`src/rtl/bus_arb_pkg.sv`:
```
// Shared definitions for the per-bus round-robin arbiter: FSM encoding and default hold limit.
package bus_arb_pkg;

   typedef enum logic [1:0] {
      ARB_IDLE    = 2'b00,
      ARB_GRANT   = 2'b01,
      ARB_RELEASE = 2'b10
   } arbState_e;

   localparam int unsigned DEFAULT_MAX_HOLD = 64;

endpackage

```
`src/rtl/rr_priority_pick.sv`:
```
// Combinational round-robin search: first set bit of (req & ~mask) at or after startIdx, with wrap.
module rr_priority_pick #(
   parameter int unsigned N_CORES = 4,
   parameter int unsigned IDX_W   = $clog2(N_CORES)
) (
   input  logic [N_CORES-1:0] req,
   input  logic [N_CORES-1:0] mask,
   input  logic [IDX_W-1:0]   startIdx,
   output logic [IDX_W-1:0]   winner,
   output logic               valid
);

   logic [N_CORES-1:0] eligible;
   logic [IDX_W:0]     idx;

   assign eligible = req & ~mask;

   always_comb begin
      winner = '0;
      valid  = 1'b0;
      idx    = '0;
      for (int i = 0; i < int'(N_CORES); i++) begin
         // One extra bit holds startIdx + i before the wrap subtraction.
         idx = {1'b0, startIdx} + (IDX_W+1)'(i);
         if (idx >= (IDX_W+1)'(N_CORES)) begin
            idx = idx - (IDX_W+1)'(N_CORES);
         end
         if (!valid && eligible[idx[IDX_W-1:0]]) begin
            valid  = 1'b1;
            winner = idx[IDX_W-1:0];
         end
      end
   end

endmodule

```
`src/rtl/bus_rr_arbiter.sv`:
```
// Round-robin RQ/GRANT arbiter for one shared bus; new grants wait for the memory to drop Ready.
// Define BUS_ARB_TIMEOUT_EN to enable the hold-limit revoke with per-core lockout.
module bus_rr_arbiter
   import bus_arb_pkg::*;
#(
   parameter int unsigned N_CORES  = 4,
   parameter int unsigned IDX_W    = $clog2(N_CORES),
   parameter int unsigned MAX_HOLD = DEFAULT_MAX_HOLD
) (
   input  logic               clk,
   input  logic               reset,
   input  logic [N_CORES-1:0] bus_rq,
   input  logic               bus_mem_ready,
   output logic [N_CORES-1:0] bus_grant,
   output logic [IDX_W-1:0]   bus_owner,
   output logic               bus_busy,
   output logic               timeout_err
);

   localparam logic [IDX_W-1:0]   LastIdx = IDX_W'(N_CORES - 1);
   localparam logic [N_CORES-1:0] OneHot0 = N_CORES'(1);

   if (N_CORES < 2 || N_CORES > 16) begin : gBadCores
      $error("bus_rr_arbiter: N_CORES must be 2..16");
   end
   if (MAX_HOLD < 2 || MAX_HOLD > 65535) begin : gBadHold
      $error("bus_rr_arbiter: MAX_HOLD must be 2..65535");
   end

   arbState_e          stateQ;
   logic [N_CORES-1:0] grantQ;
   logic [IDX_W-1:0]   ownerQ;
   logic               busyQ;

   logic [N_CORES-1:0] pickMask;
   logic [IDX_W-1:0]   startIdx;
   logic [IDX_W-1:0]   winner;
   logic               pickValid;

`ifdef BUS_ARB_TIMEOUT_EN
   logic [15:0]        holdCntQ;
   logic [N_CORES-1:0] lockoutQ;
   logic               timeoutErrQ;

   assign pickMask    = lockoutQ;
   assign timeout_err = timeoutErrQ;
`else
   assign pickMask    = '0;
   assign timeout_err = 1'b0;
`endif

   // The core just served gets the lowest priority on the next search.
   assign startIdx = (ownerQ == LastIdx) ? '0 : ownerQ + 1'b1;

   rr_priority_pick #(
      .N_CORES (N_CORES),
      .IDX_W   (IDX_W)
   ) uPick (
      .req      (bus_rq),
      .mask     (pickMask),
      .startIdx (startIdx),
      .winner   (winner),
      .valid    (pickValid)
   );

   always_ff @(posedge clk or posedge reset) begin
      if (reset) begin
         stateQ      <= ARB_IDLE;
         grantQ      <= '0;
         ownerQ      <= LastIdx;
         busyQ       <= 1'b0;
`ifdef BUS_ARB_TIMEOUT_EN
         holdCntQ    <= '0;
         lockoutQ    <= '0;
         timeoutErrQ <= 1'b0;
`endif
      end else begin
`ifdef BUS_ARB_TIMEOUT_EN
         timeoutErrQ <= 1'b0;
         lockoutQ    <= lockoutQ & bus_rq;
`endif
         case (stateQ)
            ARB_IDLE: begin
               if (pickValid && !bus_mem_ready) begin
                  grantQ <= OneHot0 << winner;
                  ownerQ <= winner;
                  busyQ  <= 1'b1;
                  stateQ <= ARB_GRANT;
`ifdef BUS_ARB_TIMEOUT_EN
                  holdCntQ <= '0;
`endif
               end
            end
            ARB_GRANT: begin
               if (!bus_rq[ownerQ]) begin
                  grantQ <= '0;
                  stateQ <= ARB_RELEASE;
               end
`ifdef BUS_ARB_TIMEOUT_EN
               else if (holdCntQ == 16'(MAX_HOLD - 1)) begin
                  grantQ           <= '0;
                  stateQ           <= ARB_RELEASE;
                  timeoutErrQ      <= 1'b1;
                  lockoutQ[ownerQ] <= 1'b1;
               end else begin
                  holdCntQ <= holdCntQ + 16'd1;
               end
`endif
            end
            ARB_RELEASE: begin
               if (!bus_mem_ready) begin
                  stateQ <= ARB_IDLE;
                  busyQ  <= 1'b0;
               end
            end
            default: begin
               stateQ <= ARB_IDLE;
               grantQ <= '0;
               busyQ  <= 1'b0;
            end
         endcase
      end
   end

   assign bus_grant = grantQ;
   assign bus_owner = ownerQ;
   assign bus_busy  = busyQ;

endmodule

```
`config.mk`:
```
export PLATFORM = sky130hd
export DESIGN_NAME = bus_rr_arbiter
export DESIGN_NICKNAME = d
export VERILOG_FILES = /design/src/rtl/bus_arb_pkg.sv /design/src/rtl/rr_priority_pick.sv /design/src/rtl/bus_rr_arbiter.sv
export SDC_FILE = /design/constraint.sdc
export NUM_CORES = 1
export LEC_CHECK = 0
export CORE_AREA = 4 4 41 43
export DETAILED_ROUTE_END_ITERATION = 10
export DIE_AREA = 0 0 45 47
export PLACE_DENSITY = 0.79
export SLEW_MARGIN = 20
export SYNTH_ARGS = -nofsm -noshare
export SYNTH_HDL_FRONTEND = slang
export SYNTH_SLANG_ARGS = --single-unit
export TNS_END_PERCENT = 20
```
`constraint.sdc`:
```
create_clock -name clk -period 2.3 [get_ports clk]
set_input_delay 0.46 -clock clk [delete_from_list [all_inputs] [get_ports clk]]
set_output_delay 0.46 -clock clk [all_outputs]
set_load 0.01 [all_outputs]
```
==> flow_metrics.tcl, run 1 <==
set metrics [dict create \
    outcome "finished, final reports clean" \
    dpl.cell_count 80 \
    io_pins 15 \
    fin_crit_ns 2.076 \
    vias 451 \
    min_period_over_period 0.9026 \
    syn_inst 52 \
    ys_ff_latch 9 \
    totalWireLength_um 1125 \
    max_stage_delay_ns 0.62 \
    arrival_ns 2.22 \
    ctsRootBufferMaster "clkbuf_4" \
    syn2layout_area_growth_pct 29.27 \
    worstPathMaxFanout 8 \
    synth_top_family_by_area "simple AND/OR/NAND/NOR gates" \
    rsz0062_at_grt "no" \
    dieArea_um2 2115 \
    n_fill_cell 125 \
    portBuffers 13 \
    hp-class "input port to asynchronous set/reset pin" \
    synthMuxAreaShare 0.1132 \
    stdcell_count 84 \
    setup_tns_ns 0 \
    synth_edf_count 0 \
    die_y_um 47 \
    max-vdd-ir-drop_v 0.0007900 \
    p_per_area_nw_per_um2 1430 \
    cts.sinks 9 \
    initial_core_util 0.4500 \
    drt_iter0_drc 9 \
    grt_max_degree 10 \
    htreeDepth 1 \
    cts_tree "done" \
    grt_pass1_wl_um 1876 \
    final_antenna_net_count 0 \
    final_cell_mix "clkdlybuf4s50_1, dfrtp_1, inv_1" \
    synthFlopType "dfrtp_1" \
    grt_pass1_vias 415 \
    clockBufferDepth 2 \
    fin_nets 78 \
    viasPerCell 5.369 \
    cp-start-kind "flop" \
    antenna_found_initial 0 \
    cts_resized 0 \
    rows 13 \
    yosysWarnings 0 \
    fmax_mhz 481.7 \
    dp_hpwl_um 894.2 \
    post_cts_buffers 0 \
    wl_per_cell_um 13.39 \
    drc 0 \
    cts_buffers 3 \
    crit_required_ns 2.44 \
    syn_area_per_cell_um2 11.26 \
    r2r_slack_ns 0.22 \
    path_clk_slew_ns 0.06 \
    n_antenna_cell 0 \
    grt.total_usage 0.1251 \
    firstDrtPassIters 4 \
    design.core.area_um2 1301 \
    synth_nets 60 \
    ys_types 34 \
    synth_fa_ha_area_frac 0.02137 \
    crit_type "flop to flop" \
    insertion_delay_ns 0.26 \
    synth_compound_gate_area_share 0.1987 \
    endpoint_kind "flop" \
    layout_commonest_cell "clkdlybuf4s50_1" \
    drv_cap 0 \
    die_w_um 45 \
    finalSetupViolations 0 \
    yosysSeqAreaShare 0.3889 \
    worstPathCellList "ha_1 > or4_4 > a31oi_4 > nor4_1 > mux2_2" \
    synth_xor_area_frac 0 \
    reg2regPathDepth 5 \
    p_leak_nw 0.3156 \
    synth_area_um2 585.6 \
    finClkSkew_ns 0.003323 \
    hold_viol 0 \
    cpMaxStageDelayCell "dfstp_2" \
    finalPower_w 0.001082 \
    yosys.area_share.simple 0.2137 \
    drive_gt1_frac 0.2464 \
    grt_overflow 0 \
    place_congestion 0.7728 \
    slew_violations 0 \
    cts_hold_buf 0 \
    ys_async_sr_fraction 1.000 \
]
sequential cells by signal (all words and copies together) (netlist names):
register / flops
bus_grant: 4
stateQ: 2
bus_busy: 1
bus_owner: 2
cells in the mapped netlist (2+ instances only):
master	count	area share
inv_1	4	0.026
mux2_2	2	0.038
o21ai_0	2	0.017
nor2_1	3	0.019
nand2b_1	3	0.032
dfstp_2	2	0.090
a21oi_1	2	0.017
dfrtp_1	7	0.30
nand2_1	2	0.013
path summary, 6_finish.rpt:
kind,from,end
max,bus_owner[0],bus_grant[1]
min,reset,bus_busy
max reg2reg,bus_owner[0],bus_grant[1]
min reg2reg,bus_busy,bus_busy
max in group asynchronous,reset,bus_owner[1]
min in group clk,bus_busy,bus_busy
area by class of cell:
type                    count  area (um^2)  area share
inverters                   4        15.01     0.01983
multi-input cells          37        324.1      0.4281
well taps                  15        18.77     0.02479
flip-flops and latches      9        227.7      0.3008
clock buffers               4        26.28     0.03471
repair buffers             15        145.1      0.1917
worst max-delay path, delay by kind of cell (launching register included):
| family | cells | cell delay, ns |
|---|---|---|
| AOI/OAI and AO/OA | 1 | 0.19 |
| adders and majority gates | 1 | 0.27 |
| DFF | 1 | 0.62 |
| muxes | 1 | 0.27 |
| and+or+nand+nor | 2 | 0.61 |
power by group:
| part | internal, W | switching, W |
|---|---|---|
| clock | 0.0000668 | 0.0000538 |
| sequential | 0.000249 | 0.0000935 |
| combinational | 0.000353 | 0.000266 |
per-stage QoR:
| stage | area, um^2 | setup WS, ns | hold WS (ns) | util |
|---|---|---|---|---|
| floorplan | 585.6 | 0.2508 | 0.2865 | - |
| global placement | 730.7 | 0.1320 | 0.4601 | 0.5615 |
| detailed placement | 730.7 | 0.09383 | 0.4689 | 0.5615 |
| CTS | 757.0 | 0.2224 | 0.4673 | 0.5817 |
| global route | 757.0 | 0.1641 | 0.4892 | 0.5817 |
| finish | 757.0 | 0.2239 | 0.4546 | 0.5817 |
per-layer routing:
layer | GRT usage | vias to the layer above | wire length, um
met4 | 0 | 0 | 0
li1 | - | 229 | -
met2 | 0.2006 | 13 | 529
met1 | 0.1632 | 209 | 529
met3 | 0.06130 | 0 | 67
met5 | 0 | - | 0
logic make-up (layout without fill, tap and decap cells):
family,after synthesis,after routing
flip-flops,9,9
adder cells (fa/ha/maj),1,1
buffers and inverters,6,23
multiplexers,5,5
AND/OR/NAND/NOR,16,16
other,1,1
AO/OA/AOI/OAI,14,14
Power figures use the tool's default switching activity.
==> inputs of run 2 (changes only) <==
- GPL_TIMING_DRIVEN: unset -> 0
==> flow_metrics.tcl, run 2 (synthesis gave the netlist of run 1 again) <==
set metrics [dict create \
    outcome "finished, final reports clean" \
    dieArea_um2 2115 \
    finalSetupViolations 0 \
    final_antenna_net_count 0 \
    fin_crit_ns 2.163 \
    grt_max_degree 10 \
    utilization 0.5846 \
    cts_hold_buf 0 \
    final_cell_mix "clkdlybuf4s50_1, dfrtp_1, inv_1" \
    viasPerCell 5.405 \
    initial_core_util 0.4500 \
    post_cts_buffers 0 \
    hp-class "input port to asynchronous set/reset pin" \
    layout_commonest_cell "clkdlybuf4s50_1" \
    wl_per_cell_um 13.01 \
    fin_nets 78 \
    antenna_found_initial 0 \
    cp-start-kind "flop" \
    totalWireLength_um 1093 \
    design.core.area_um2 1301 \
    path_clk_slew_ns 0.06 \
    clockBufferDepth 2 \
    rsz0062_at_grt "no" \
    endpoint_kind "flop" \
    place_congestion 0.7819 \
    hold_viol 0 \
    n_antenna_cell 0 \
    crit_type "flop to flop" \
    rows 13 \
    max-vdd-ir-drop_v 0.0007269 \
    insertion_delay_ns 0.26 \
    fmax_mhz 462.3 \
    arrival_ns 2.30 \
    drv_cap 0 \
    p_leak_nw 0.3172 \
    htreeDepth 1 \
    io_pins 15 \
    finClkSkew_ns 0.004275 \
    cts_resized 0 \
    die_w_um 45 \
    drive_gt1_frac 0.2464 \
    grt.total_usage 0.1277 \
    worstPathMaxFanout 8 \
    reg2reg_from "bus_owner[0]" \
    cts_tree "done" \
    dp_slack_ns 0.07423 \
    grt_pass1_vias 430 \
    setup_tns_ns 0 \
    crit_required_ns 2.44 \
    vias 454 \
    p_per_area_nw_per_um2 1406 \
    cts_buffers 3 \
    drc 0 \
    ctsRootBufferMaster "clkbuf_4" \
    grt_pass1_wl_um 1876 \
    portBuffers 13 \
    die_y_um 47 \
    grt_overflow 0 \
    cp-startpoint "bus_owner[0]" \
    drt_iter0_drc 1 \
    largest_reg_flops 4 \
    slew_violations 0 \
    firstDrtPassIters 4 \
    dp_hpwl_um 845.5 \
    fin_ws_ns 0.1370 \
    syn2layout_area_growth_pct 29.91 \
    cts.sinks 9 \
    whs_ns 0.4647 \
    min_period_over_period 0.9404 \
    reg2regPathDepth 5 \
]
run 2: worst max-delay path: stages (launching register included):
cell and delay (ns):
dfstp_2 0.61, ha_1 0.32, or4_4 0.55, a31oi_4 0.22
nor4_1 0.09, mux2_2 0.26
run 2: final timing paths:
kind,endpoint,slack (ns)
min reg2reg,bus_busy,0.47
min,stateQ[1],0.46
max in group asynchronous,bus_owner[0],1.54
max,bus_grant[1],0.14
max reg2reg,bus_grant[1],0.14
min in group clk,bus_busy,0.47
run 2: metrics by stage:
stage          instance area, um^2  total power, W  cells
2_1_floorplan                585.6       0.0007481     52
3_3_place_gp                 734.5       0.0009471     80
3_5_place_dp                 734.5       0.0009570     80
4_1_cts                      760.7        0.001084     84
5_1_grt                      760.7        0.001163     84
6_report                     760.7        0.001070     84
run 2: final cells by class:
class	count	area (um^2)
inverter	4	15.01
multi-input combinational	37	324.1
timing repair buffer	13	130.1
fill	121	540.5
sequential	9	227.7
tap	15	18.77
clock buffer	4	26.28
buffer	2	18.77
run 2: report_power, final:
group	total (W)	switching [W]	internal (W)	leakage (nW)
registers	0.000314	0.0000649	0.000249	0.111
logic	0.000638	0.000291	0.000347	0.191
clock network	0.000118	0.0000512	0.0000666	0.0150
total	0.00107	0.000407	0.000662	0.317
run 2: layer usage:
metal  global-route usage  part of all wire  wire length, um  vias to the layer above
li1                     -                 -                -                      227
met1               0.1569              0.46              500                      217
met2               0.1949              0.49              540                       10
met3              0.06897             0.048               52                        0
met4              0.03509                 0                0                        0
met5                    0                 0                0                        -
==> inputs of run 3 (changes only) <==
--- a/config.mk
+++ b/config.mk
@@ -9,5 +9,4 @@
 export DETAILED_ROUTE_END_ITERATION = 10
 export DIE_AREA = 0 0 45 47
-export GPL_TIMING_DRIVEN = 0
 export PLACE_DENSITY = 0.79
 export SLEW_MARGIN = 20
==> constraint.sdc (replaced) <==
create_clock -name clk -period 2.3 [get_ports clk]
set_input_delay 0.46 -clock clk [delete_from_list [all_inputs] [get_ports clk]]
set_output_delay 0.46 -clock clk [all_outputs]
set_load 0.02 [all_outputs]
==> results of run 3 <==
The final DEF is identical to that of run 1. Status: finished, final reports clean.
Main changes from that run: total power 0.001082 W -> 0.001130 W; worst IR drop on VDD 0.0007900 V -> 0.0008201 V
